===== config.mk =====
export PLATFORM = sky130hd
export DESIGN_NAME = scan_sel_gen
export DESIGN_NICKNAME = d
export VERILOG_FILES = /design/src/rtl/scan_sel_gen.sv
export SDC_FILE = /design/constraint.sdc
export NUM_CORES = 1
export LEC_CHECK = 0
export CORE_MARGIN = 2
export CORE_UTILIZATION = 50
export DETAILED_ROUTE_END_ITERATION = 6
export PLACE_DENSITY = 0.73
export SETUP_SLACK_MARGIN = 0.1
export SLEW_MARGIN = 20
export SYNTH_ARGS = -nofsm -noshare
export SYNTH_HDL_FRONTEND = slang
export SYNTH_SLANG_ARGS = --single-unit

===== constraint.sdc =====
create_clock -name clk -period 3.35 [get_ports clk]
set_input_delay 0.67 -clock clk [delete_from_list [all_inputs] [get_ports clk]]
set_output_delay 0.67 -clock clk [all_outputs]
set_load 0.03 [all_outputs]

===== src/rtl/scan_sel_gen.sv =====
// 2-bit select generator driving a 2-to-4 decoder: free-running prescaled
// advance, single-step on step rising edge, synchronous load, tick/wrap pulses.
module scan_sel_gen #(
  parameter int unsigned PRESCALE = 4
) (
  input  logic       clk,
  input  logic       rst_n,
  input  logic       en,
  input  logic       mode,
  input  logic       dir,
  input  logic       step,
  input  logic       load,
  input  logic [1:0] load_val,
  output logic       a,
  output logic       b,
  output logic       tick,
  output logic       wrap
);

  localparam int unsigned PCNT_W = 16;
  localparam logic [PCNT_W-1:0] PCNT_LAST = PCNT_W'(PRESCALE - 1);

  typedef enum logic [1:0] {
    IDLE = 2'd0,
    RUN  = 2'd1,
    STEP = 2'd2
  } state_e;

  state_e              state_q;
  state_e              state_d;
  logic [PCNT_W-1:0]   pcnt_q;
  logic [PCNT_W-1:0]   pcnt_base_c;
  logic [1:0]          sel_q;
  logic [1:0]          sel_nxt_c;
  logic                step_q;
  logic                tick_q;
  logic                wrap_q;
  logic                adv_c;
  logic                wrap_c;

  // State is re-derived every cycle from en/mode; the decision for this edge uses it.
  // A count only continues if the previous cycle was also RUN, so RUN entry starts fresh.
  always_comb begin
    state_d     = IDLE;
    adv_c       = 1'b0;
    pcnt_base_c = (state_q == RUN) ? pcnt_q : '0;
    sel_nxt_c   = dir ? (sel_q - 2'd1) : (sel_q + 2'd1);
    wrap_c      = dir ? (sel_q == 2'd0) : (sel_q == 2'd3);
    if (en) begin
      state_d = mode ? STEP : RUN;
    end
    case (state_d)
      RUN:     adv_c = (pcnt_base_c == PCNT_LAST);
      STEP:    adv_c = step & ~step_q;
      default: adv_c = 1'b0;
    endcase
  end

  // Load overrides any advance and clears the prescaler.
  always_ff @(posedge clk) begin
    if (!rst_n) begin
      state_q <= IDLE;
      sel_q   <= 2'd0;
      pcnt_q  <= '0;
      step_q  <= 1'b0;
      tick_q  <= 1'b0;
      wrap_q  <= 1'b0;
    end else begin
      state_q <= state_d;
      step_q  <= step;
      tick_q  <= 1'b0;
      wrap_q  <= 1'b0;
      if (load) begin
        sel_q  <= load_val;
        pcnt_q <= '0;
      end else begin
        if (state_d == RUN) begin
          pcnt_q <= adv_c ? '0 : (pcnt_base_c + PCNT_W'(1));
        end else begin
          pcnt_q <= '0;
        end
        if (adv_c) begin
          sel_q  <= sel_nxt_c;
          tick_q <= 1'b1;
          wrap_q <= wrap_c;
        end
      end
    end
  end

  assign a    = sel_q[1];
  assign b    = sel_q[0];
  assign tick = tick_q;
  assign wrap = wrap_q;

endmodule


==> summary.txt <==
Run status
  – Run status: finished, final reports clean

STA
  – Fin. max-slew vios: 0
  – Sum Neg Setup Slack: 0 ns
  – RSZ-0062 raised after global routing: false
  – Clock Skew: 0.00507 ns
  – Maximum operating frequency: 364 MHz
  – Final Hold Viols: 0
  – Endpoints failing setup: 0
  – Slew Limit Headroom: 0.440
  – Worst-margin pin slew: 0.837 ns
  – Final worst-path cycle share: 0.821
  – Minimum clock period: 2.75 ns

Worst setup path
  – Crit-path cells: nor2b_1 > and2_1 > ha_1 > nand4_1 > or3_1 > or4_1 > a21oi_1
  – Startpoint types: flop
  – CP required: 3.59 ns
  – Crit-path slowest cell: or4_1
  – Crit-path max FO: 8
  – Worst EP arrival: 2.99 ns
  – Worst path max stage delay: 0.51 ns
  – R2r startpoint: state_q[0]
  – FF-to-FF setup slack: 0.60 ns
  – R2R depth: 7
  – Critical path class: flop to flop
  – Bufs and invs on worst path: 0
  – FF-to-FF End: pcnt_q[14]
  – Crit path max-delay family: simple AND/OR/NAND/NOR gates
  – Critical Path End Type: flop

Floorplan
  – Cell row count: 17
  – Die Wd: 51.0 µm
  – Initial Utilization: 0.515
  – CORE AREA: 0.00215 mm²
  – Top-level I/O count: 13
  – Die area: 0.00260 mm²
  – Die H: 51.0 µm

Yosys
  – Syn nets: 138
  – Yosys synthesis warning count: 0
  – Mapped Cells: 128
  – Synthesized cell area: 0.00111 mm²
  – Synth top area cells: dfxtp_1, nor2_1, xnor2_1, a21oi_1, xor2_1
  – Sequential share of the synthesized area: 0.416
  – Synth unique cells: 38
  – Synth area leader: dfxtp_1
  – Syn avg cell area: 8.64 µm²
  – Yosys top cell area share: 0.416
  – Seq cells post-synth: 23

Cells and area
  – Final nets: 153
  – Post-layout util: 0.596
  – Fraction of layout cells with a size suffix above 1: 0.0423
  – N_diodes: 0
  – Synthesis-to-finish area growth: 15.7%

CTS
  – CTS Sinks: 23
  – Clk slew on worst S/H paths: 0.13 ns
  – CTS tree: yes
  – H-tree levels: 1
  – Clock root cell: clkbuf_4
  – Cts hold-fix bufs: 0
  – Post-CTS resize count: 0
  – Longest Clk Path Bufs: 2
  – CTS buffer count: 3
  – Clk_lat worst skew: 0.31 ns
  – Post-CTS Setup Inserts: 0

Global routing
  – Vias in the first global route: 927
  – Grt ovf: 0
  – Gr usage total: 0.193
  – Initial antenna violation count: 0
  – Global-route wire length before repair: 3870 µm
  – Largest net degree at the start of global routing: 14

Place
  – Port Buffer Count: 12
  – GP Congestion: 0.861
  – Dpl hpwl: 1640 µm

Job
  – Max cap viols: 0

Detailed routing
  – Routed WL: 2200 µm
  – DRC: 0
  – Met3 wire length: 63 µm
  – DR vias: 966
  – Met2 wire len: 1050 µm
  – DR iter-0 viols: 28
  – Via density per instance: 5.68
  – Final ANT Viol Nets: 0
  – WL/cell: 12.9 µm
  – Top sig layer: met4
  – DRT Pass-1 Iters: 4
  – DRT met1 WL: 1070 µm

Worst hold path
  – Hold depth: 2
  – Hold crit path type: flop to flop
  – Worst Hold End: pcnt_q[15]
  – Worst Hold Launch: pcnt_q[15]

Pwr
  – Lkg Pwr: 0.000419 µW
  – Post-layout power: 447 µW
  – PD cells: 349 mW/mm²
  – Worst VDD drop: 0.212 mV
[logic make-up (layout without fill, tap and decap cells)]
family / after synthesis / after routing / share of synthesized area
fa+ha+maj: 1 / 1 / 0.0113
simple gates: 65 / 65 / 0.334
buf+inv: 6 / 20 / 0.0215
flops: 23 / 23 / 0.416
compound gates: 23 / 23 / 0.138
xor+xnor: 10 / 10 / 0.0792
[cell usage in the layout, fill, tap and decap left out, drive strengths merged, types with 5 or more instances in the layout]
master | netlist | layout
clkdlybuf4s50 | 0 | 12
nor2 | 19 | 19
nand3 | 6 | 6
nor4 | 5 | 5
dfxtp | 23 | 23
xnor2 | 6 | 6
a21oi | 7 | 7
nand2 | 7 | 7
[cell usage after synthesis]
cell and count:
dfxtp_1 23, nor2_1 19, a21oi_1 7, nand2_1 7, nand3_1 6, xnor2_1 6
nor4_1 5, nand4_1 4, or4_1 4, xor2_1 4, and2_1 3, inv_1 3
o211ai_1 3, o21ai_0 3, o31ai_1 3, nand3b_1 2, nand4b_1 2, nor2b_1 2
nor3_1 2, or3_1 2, a211o_1 1, a211oi_1 1, a41oi_1 1, and3_1 1
and3b_1 1, and4_1 1, buf_2 1, clkbuf_1 1, ha_1 1, inv_2 1
nand2b_1 1, nand4b_4 1, nor3b_1 1, o2111a_1 1, o2111ai_1 1, o21a_1 1
o21ai_1 1, or2b_1 1
[how the worst max path moves through the flow]
stage / cells past startpoint / endpoint / startpoint
2_1_floorplan: 8 / pcnt_q[14] / state_q[0]
3_3_place_gp: 7 / pcnt_q[14] / state_q[0]
3_5_place_dp: 7 / pcnt_q[14] / state_q[0]
4_1_cts: 7 / pcnt_q[14] / state_q[0]
5_1_grt: 7 / pcnt_q[14] / state_q[0]
6_report: 7 / pcnt_q[14] / state_q[0]
[report_power, final]
group,switching [µW],internal [µW]
registers,4.26,277
logic,16.5,19.1
clock network,85.1,44.6
total,106,341
[per-layer routing]
layer	global-route usage	up-vias
li1	-	496
met1	0.256	456
met2	0.314	12
met3	0.0292	2
met4	0.0766	0
met5	0	-
[worst min-delay path, stage by stage (launching register included)]
cell,delay [ns]
dfxtp_1,0.36
o31ai_1,0.07
a21oi_1,0.06
[flip-flops by register name, indices dropped and copies added, names as in the netlist]
register  cells
pcnt_q       16
sel_q         2
state_q       2
step_q        1
tick          1
wrap          1
[layout make-up]
type                            instances  area (µm²)
Inverter                                4        15.0
Fill cell                             214         868
Sequential cell                        23         460
Timing Repair Buffer                   12         120
Clock buffer                            3        22.5
Tap cell                               28        35.0
Multi-Input combinational cell         99         622
Clock inverter                          1        5.00
[per-stage QoR]
stage	cell area (µm²)	hold WS (ns)	setup WS [ns]	cells
after detailed placement	1250	0.488	0.649	166
after floorplan	1110	0.452	1.01	128
after global placement	1250	0.477	0.831	166
after CTS	1280	0.506	0.611	170
after global routing	1280	0.526	0.418	170
final	1280	0.514	0.600	170
(Power assumes the default switching activity.)
